File: src/rtl/pipe_shifter.sv
// Two-stage pipelined barrel shifter with valid/ready on both sides and a returned sideband tag.
// Optional feature: define PIPE_SHIFTER_ROTATE_EN to implement ROL/ROR; otherwise those ops pass in_a through.
module pipe_shifter #(
    parameter int XLEN = 32,
    parameter int TAGW = 5
) (
    input  logic            clk,
    input  logic            rst_n,
    input  logic            in_valid,
    output logic            in_ready,
    input  logic [XLEN-1:0] in_a,
    input  logic [XLEN-1:0] in_b,
    input  logic [2:0]      in_op,
    input  logic [TAGW-1:0] in_tag,
    output logic            out_valid,
    input  logic            out_ready,
    output logic [XLEN-1:0] out_result,
    output logic [TAGW-1:0] out_tag
);

    localparam int SHW   = $clog2(XLEN);
    localparam int SPLIT = SHW / 2;
    localparam int HIW   = SHW - SPLIT;

    localparam logic [2:0] OP_SLL = 3'b000;
    localparam logic [2:0] OP_SRL = 3'b001;
    localparam logic [2:0] OP_SRA = 3'b010;
`ifdef PIPE_SHIFTER_ROTATE_EN
    localparam logic [2:0] OP_ROL = 3'b011;
    localparam logic [2:0] OP_ROR = 3'b100;
`endif

    generate
        if (XLEN != 8 && XLEN != 16 && XLEN != 32 && XLEN != 64) begin : g_bad_xlen
            $error("pipe_shifter: XLEN must be 8, 16, 32 or 64");
        end
    endgenerate

    // Handshake: a transfer happens on a rising edge where valid && ready.
    // Producers hold valid and payload until the transfer; ready may depend
    // combinationally on out_ready, never on in_valid.

    // One partial shift step. SRA fills from the sign captured at acceptance,
    // so a partial result whose MSB was shifted never leaks into the fill.
    function automatic logic [XLEN-1:0] shift_step(
        input logic [XLEN-1:0] v,
        input logic [2:0]      op,
        input logic [SHW-1:0]  amt,
        input logic            sign
    );
        logic [XLEN-1:0]   fill;
        logic [XLEN-1:0]   r;
`ifdef PIPE_SHIFTER_ROTATE_EN
        logic [2*XLEN-1:0] dbl;
        dbl = {v, v};
`endif
        fill = sign ? ~({XLEN{1'b1}} >> amt) : '0;
        case (op)
            OP_SLL: r = v << amt;
            OP_SRL: r = v >> amt;
            OP_SRA: r = (v >> amt) | fill;
`ifdef PIPE_SHIFTER_ROTATE_EN
            OP_ROL: begin
                dbl = dbl << amt;
                r   = dbl[2*XLEN-1:XLEN];
            end
            OP_ROR: begin
                dbl = dbl >> amt;
                r   = dbl[XLEN-1:0];
            end
`endif
            default: r = v;
        endcase
        return r;
    endfunction

    // Stage 1 registers
    logic            s1_valid_q,  s1_valid_d;
    logic [XLEN-1:0] s1_data_q,   s1_data_d;
    logic [HIW-1:0]  s1_amt_q,    s1_amt_d;
    logic [2:0]      s1_op_q,     s1_op_d;
    logic [TAGW-1:0] s1_tag_q,    s1_tag_d;
    logic            s1_sign_q,   s1_sign_d;

    // Stage 2 (output) registers
    logic            out_valid_q,  out_valid_d;
    logic [XLEN-1:0] out_result_q, out_result_d;
    logic [TAGW-1:0] out_tag_q,    out_tag_d;

    logic            s2_load;
    logic            s1_load;
    logic            in_fire;
    logic [SHW-1:0]  s1_amt_full;
    logic [SHW-1:0]  s2_amt_full;
    logic [XLEN-1:0] s1_partial;
    logic [XLEN-1:0] s2_final;

    logic unused_in_b;
    assign unused_in_b = &{1'b0, in_b[XLEN-1:SHW]};

    assign s2_load  = !out_valid_q || out_ready;
    assign s1_load  = !s1_valid_q || s2_load;
    assign in_ready = s1_load;
    assign in_fire  = in_valid && s1_load;

    assign s1_amt_full = {{HIW{1'b0}}, in_b[SPLIT-1:0]};
    assign s2_amt_full = {s1_amt_q, {SPLIT{1'b0}}};
    assign s1_partial  = shift_step(in_a, in_op, s1_amt_full, in_a[XLEN-1]);
    assign s2_final    = shift_step(s1_data_q, s1_op_q, s2_amt_full, s1_sign_q);

    always_comb begin
        s1_valid_d = s1_valid_q;
        s1_data_d  = s1_data_q;
        s1_amt_d   = s1_amt_q;
        s1_op_d    = s1_op_q;
        s1_tag_d   = s1_tag_q;
        s1_sign_d  = s1_sign_q;
        if (s1_load) begin
            s1_valid_d = in_valid;
        end
        // Payload only changes on a real acceptance, so an idle stage keeps its last contents.
        if (in_fire) begin
            s1_data_d = s1_partial;
            s1_amt_d  = in_b[SHW-1:SPLIT];
            s1_op_d   = in_op;
            s1_tag_d  = in_tag;
            s1_sign_d = in_a[XLEN-1];
        end
    end

    always_comb begin
        out_valid_d  = out_valid_q;
        out_result_d = out_result_q;
        out_tag_d    = out_tag_q;
        if (s2_load) begin
            out_valid_d = s1_valid_q;
            if (s1_valid_q) begin
                out_result_d = s2_final;
                out_tag_d    = s1_tag_q;
            end
        end
    end

    always_ff @(posedge clk) begin
        if (!rst_n) begin
            s1_valid_q   <= 1'b0;
            s1_data_q    <= '0;
            s1_amt_q     <= '0;
            s1_op_q      <= '0;
            s1_tag_q     <= '0;
            s1_sign_q    <= 1'b0;
            out_valid_q  <= 1'b0;
            out_result_q <= '0;
            out_tag_q    <= '0;
        end else begin
            s1_valid_q   <= s1_valid_d;
            s1_data_q    <= s1_data_d;
            s1_amt_q     <= s1_amt_d;
            s1_op_q      <= s1_op_d;
            s1_tag_q     <= s1_tag_d;
            s1_sign_q    <= s1_sign_d;
            out_valid_q  <= out_valid_d;
            out_result_q <= out_result_d;
            out_tag_q    <= out_tag_d;
        end
    end

    assign out_valid  = out_valid_q;
    assign out_result = out_result_q;
    assign out_tag    = out_tag_q;

endmodule
File: config.mk
export PLATFORM = sky130hd
export DESIGN_NAME = pipe_shifter
export DESIGN_NICKNAME = d
export VERILOG_FILES = /design/src/rtl/pipe_shifter.sv
export SDC_FILE = /design/constraint.sdc
export NUM_CORES = 1
export LEC_CHECK = 0
export ABC_CLOCK_PERIOD_IN_PS = 3600
export CORE_MARGIN = 3
export CORE_UTILIZATION = 59
export CTS_CLUSTER_DIAMETER = 50
export CTS_CLUSTER_SIZE = 25
export DETAILED_ROUTE_END_ITERATION = 12
export PLACE_DENSITY_LB_ADDON = 0.25
export SYNTH_ARGS = -nofsm -noshare
export SYNTH_HDL_FRONTEND = slang
export SYNTH_SLANG_ARGS = --single-unit
export TNS_END_PERCENT = 5
File: constraint.sdc
create_clock -name clk -period 3.6 [get_ports clk]
set_input_delay 0.54 -clock clk [delete_from_list [all_inputs] [get_ports clk]]
set_output_delay 0.54 -clock clk [all_outputs]
set_load 0.1 [all_outputs]
==> out/qor.json <==
{
  "total_negative_setup_slacks": {"value": 0, "unit": "ns"},
  "synth-edff-count": {"value": 0},
  "number_of_global_route_vias_before_repair": {"value": 6970},
  "setup-violations-final": {"value": 0},
  "post-cts-setup-buffer-count": {"value": 0},
  "status": {"value": "finished, final reports clean"},
  "clk_transition_reported_paths": {"value": 0.07, "unit": "ns"},
  "grt_pass1_wl": {"value": 37.4, "unit": "mm"},
  "layout.cells.most_common_list": {"value": "sky130_fd_sc_hd__o21ai_0, sky130_fd_sc_hd__a21oi_1, sky130_fd_sc_hd__clkdlybuf4s50_1, sky130_fd_sc_hd__dfxtp_1, sky130_fd_sc_hd__nand2_1"},
  "htree_num_levels": {"value": 3},
  "detail_route.iter0.violations": {"value": 1358},
  "finalWeightedCongestion": {"value": 0.937},
  "end_point_of_the_worst_hold_path": {"value": "out_tag[1]$_SDFFE_PN0P_"},
  "synth.net_count": {"value": 916},
  "critical_path.max_fanout": {"value": 33},
  "worstSetupStartpointType": {"value": "flip-flop"},
  "final_common_cell": {"value": "sky130_fd_sc_hd__o21ai_0"},
  "floorplan.io_pins": {"value": 115},
  "worst_hold_path.num_cells": {"value": 2},
  "max_slew.worst_pin.slew": {"value": 1.08, "unit": "ns"},
  "hp-class": {"value": "reg -> reg"},
  "timing.final.max_slew_violations": {"value": 0},
  "synth_cell_type_count": {"value": 65},
  "kind_of_critical_path": {"value": "reg -> reg"},
  "floorplan.initialDensity": {"value": 61.2, "unit": "%"},
  "dp_hpwl": {"value": 16.1, "unit": "mm"},
  "total_of_cells_resized_after_clock_tree_synthesis": {"value": 0},
  "via_count": {"value": 7674},
  "hold_violations": {"value": 0},
  "die_height": {"value": 116, "unit": "um"},
  "gr_util_all_layers": {"value": 35.2, "unit": "%"},
  "irDropWorstVdd": {"value": 0.000320, "unit": "V"},
  "postLayoutCoreUtil": {"value": 69.7, "unit": "%"},
  "ys_async_sr_fraction": {"value": 0, "unit": "%"},
  "seq_area_frac_synth": {"value": 23.4, "unit": "%"},
  "num_antenna_cells": {"value": 0},
  "synth.ff_latch_count": {"value": 83},
  "std_cell_rows": {"value": 39},
  "first_pass_iters": {"value": 6},
  "core_area": {"value": 11600, "unit": "um2"},
  "synth_ff_type": {"value": "sky130_fd_sc_hd__dfxtp_1"},
  "critical_path.cell_chain": {"value": "inv_1 -> o211ai_1 -> o21ai_0 -> a221oi_1 -> a21oi_1"},
  "reg2reg_from": {"value": "s1_amt_q[1]$_SDFFE_PN0P_"},
  "holdBufCountCts": {"value": 0},
  "clock_latency": {"value": 0.36, "unit": "ns"},
  "power_density": {"value": 383, "unit": "nW/um2"},
  "drc": {"value": 0},
  "max_stage_delay": {"value": 0.86, "unit": "ns"},
  "largest_net_degree_at_the_start_of_global_routing": {"value": 84},
  "p_leak": {"value": 2.80, "unit": "nW"},
  "timing.critical_path.slowest_stage_cell": {"value": "sky130_fd_sc_hd__dfxtp_2"},
  "max_slew_margin": {"value": 28.2, "unit": "%"},
  "mappedNetlistArea": {"value": 7110, "unit": "um2"},
  "layoutNonFillerInstCount": {"value": 1010},
  "critPathArrivalTime": {"value": 2.85, "unit": "ns"},
  "clockBufferDepth": {"value": 2},
  "max-cap-violations": {"value": 0},
  "clock_skew": {"value": 0.00979, "unit": "ns"},
  "cts_tree": {"value": "done"},
  "hold_sp": {"value": "s1_tag_q[1]$_SDFFE_PN0P_"},
  "postRouteWirelength": {"value": 23.5, "unit": "mm"},
  "worst_setup_path_end_kind": {"value": "flip-flop"},
  "rrSetupSlack": {"value": 0.98, "unit": "ns"},
  "ys_warn_count": {"value": 0},
  "clockRootBuffer": {"value": "sky130_fd_sc_hd__clkbuf_16"},
  "drt.antenna.violating_nets": {"value": 0},
  "syn_inst": {"value": 840},
  "die-width": {"value": 116, "unit": "um"},
  "via_per_inst": {"value": 7.60},
  "fillers": {"value": 964},
  "number_of_antenna_violations_at_the_first_check_in_global_routing": {"value": 0},
  "setup_repair_after_global_routing_missed_its_margin": {"value": "no"},
  "required_time_of_the_worst_setup_path": {"value": 3.83, "unit": "ns"},
  "portBuffers": {"value": 87},
  "die-area": {"value": 13400, "unit": "um2"},
  "final.min_clock_period": {"value": 2.62, "unit": "ns"},
  "post-route-period-util": {"value": 72.8, "unit": "%"},
  "worst-r2r-cell-count": {"value": 5},
  "globalRouteOverflowTotal": {"value": 0},
  "number_of_clock_sinks_seen_by_cts": {"value": 83},
  "finish.net_count": {"value": 938},
  "post-place-cells": {"value": 994},
  "cts_buffer_count": {"value": 9},
  "crit-reg2reg-capture": {"value": "out_result[13]$_SDFFE_PN0P_"},
  "fmax": {"value": 0.382, "unit": "GHz"},
  "area_delta_synth_final": {"value": 13.9, "unit": "%"},
  "wl_per_cell": {"value": 23.2, "unit": "um"},
  "syn_area_per_cell": {"value": 8.46, "unit": "um2"},
  "layout-drive-gt1-share": {"value": 12.9, "unit": "%"}
}
[synthesized netlist by cell type, types with 19 or more instances]
cell type                  number  area (um2)
sky130_fd_sc_hd__a221oi_1      30         263
sky130_fd_sc_hd__nor2_1        41         154
sky130_fd_sc_hd__o211ai_1      19         143
sky130_fd_sc_hd__dfxtp_1       83        1660
sky130_fd_sc_hd__buf_2         21         105
sky130_fd_sc_hd__a21boi_0      22         165
sky130_fd_sc_hd__a21oi_1       86         430
sky130_fd_sc_hd__a22oi_1       21         158
sky130_fd_sc_hd__mux4_2        43         968
sky130_fd_sc_hd__nand2_1       80         300
sky130_fd_sc_hd__clkbuf_1      47         176
sky130_fd_sc_hd__o21ai_0       87         435
sky130_fd_sc_hd__mux2i_1       56         561
[worst max-delay path by stage]
stage	start	to	slack, ns
4_1_cts	s1_amt_q[1]$_SDFFE_PN0P_	out_result[13]$_SDFFE_PN0P_	1.07
2_1_floorplan	out_valid$_SDFFE_PN0P_	s1_data_q[5]$_SDFFE_PN0P_	0.48
6_report	s1_amt_q[1]$_SDFFE_PN0P_	out_result[13]$_SDFFE_PN0P_	0.98
3_5_place_dp	in_op[0]	s1_data_q[4]$_SDFFE_PN0P_	0.81
3_3_place_gp	in_op[0]	s1_data_q[3]$_SDFFE_PN0P_	0.89
5_1_grt	s1_amt_q[1]$_SDFFE_PN0P_	out_result[13]$_SDFFE_PN0P_	0.82
[critical path, delay by kind of cell (launching register included)]
| kind | cells | cell delay [ns] |
|---|---|---|
| AO/OA/AOI/OAI | 4 | 1.01 |
| buffers and inverters | 1 | 0.60 |
| flip-flops | 1 | 0.86 |
[through the flow]
stage	setup WS (ns)	cell area, um2	power, W	hold slack, ns
2_1_floorplan	0.477	7110	0.00182	0.441
3_3_place_gp	0.889	7790	0.00208	0.450
3_5_place_dp	0.806	7790	0.00210	0.466
6_report	0.979	8100	0.00310	0.470
4_1_cts	1.07	8100	0.00307	0.475
5_1_grt	0.816	8100	0.00321	0.491
[cell type report]
cell class	instances	area, um2	area share, %
multi-input cells	654	4890	60.4
flip-flops and latches	83	1670	20.6
repair buffers	108	1030	12.7
clock buffers	10	239	2.95
well taps	143	179	2.21
clock inverters	6	73.8	0.911
inverters	6	22.5	0.278
[flip-flops by register name, summed over array words and instances (netlist names)]
signal      cells
out_result     32
out_tag         5
out_valid       1
s1_amt_q        3
s1_data_q      32
s1_op_q         3
s1_sign_q       1
s1_tag_q        5
s1_valid_q      1
[report_power, final]
group          internal, W  switching [W]  total (W)
clock network     0.000564       0.000419   0.000983
logic             0.000379       0.000618   0.000997
registers         0.000983       0.000137    0.00112
total              0.00193        0.00117    0.00310
[kinds of logic after synthesis]
| kind of cell | Yosys count | share of synthesized area (%) |
|---|---|---|
| mux | 115 | 24.0 |
| compound gates | 343 | 31.6 |
| xor+xnor | 2 | 0.246 |
| flops | 83 | 23.4 |
| buf+inv | 103 | 7.81 |
| simple gates | 194 | 12.9 |
[routing by layer]
| layer | GRT usage [%] | up-vias | wire length, um |
|---|---|---|---|
| met5 | 0 | - | 0 |
| met4 | 14.4 | 0 | 1010 |
| met3 | 9.56 | 105 | 2950 |
| met2 | 52.2 | 573 | 10400 |
| met1 | 48.8 | 3698 | 9160 |
| li1 | - | 3298 | - |
Note: power is estimated with default switching activity, not from simulation.
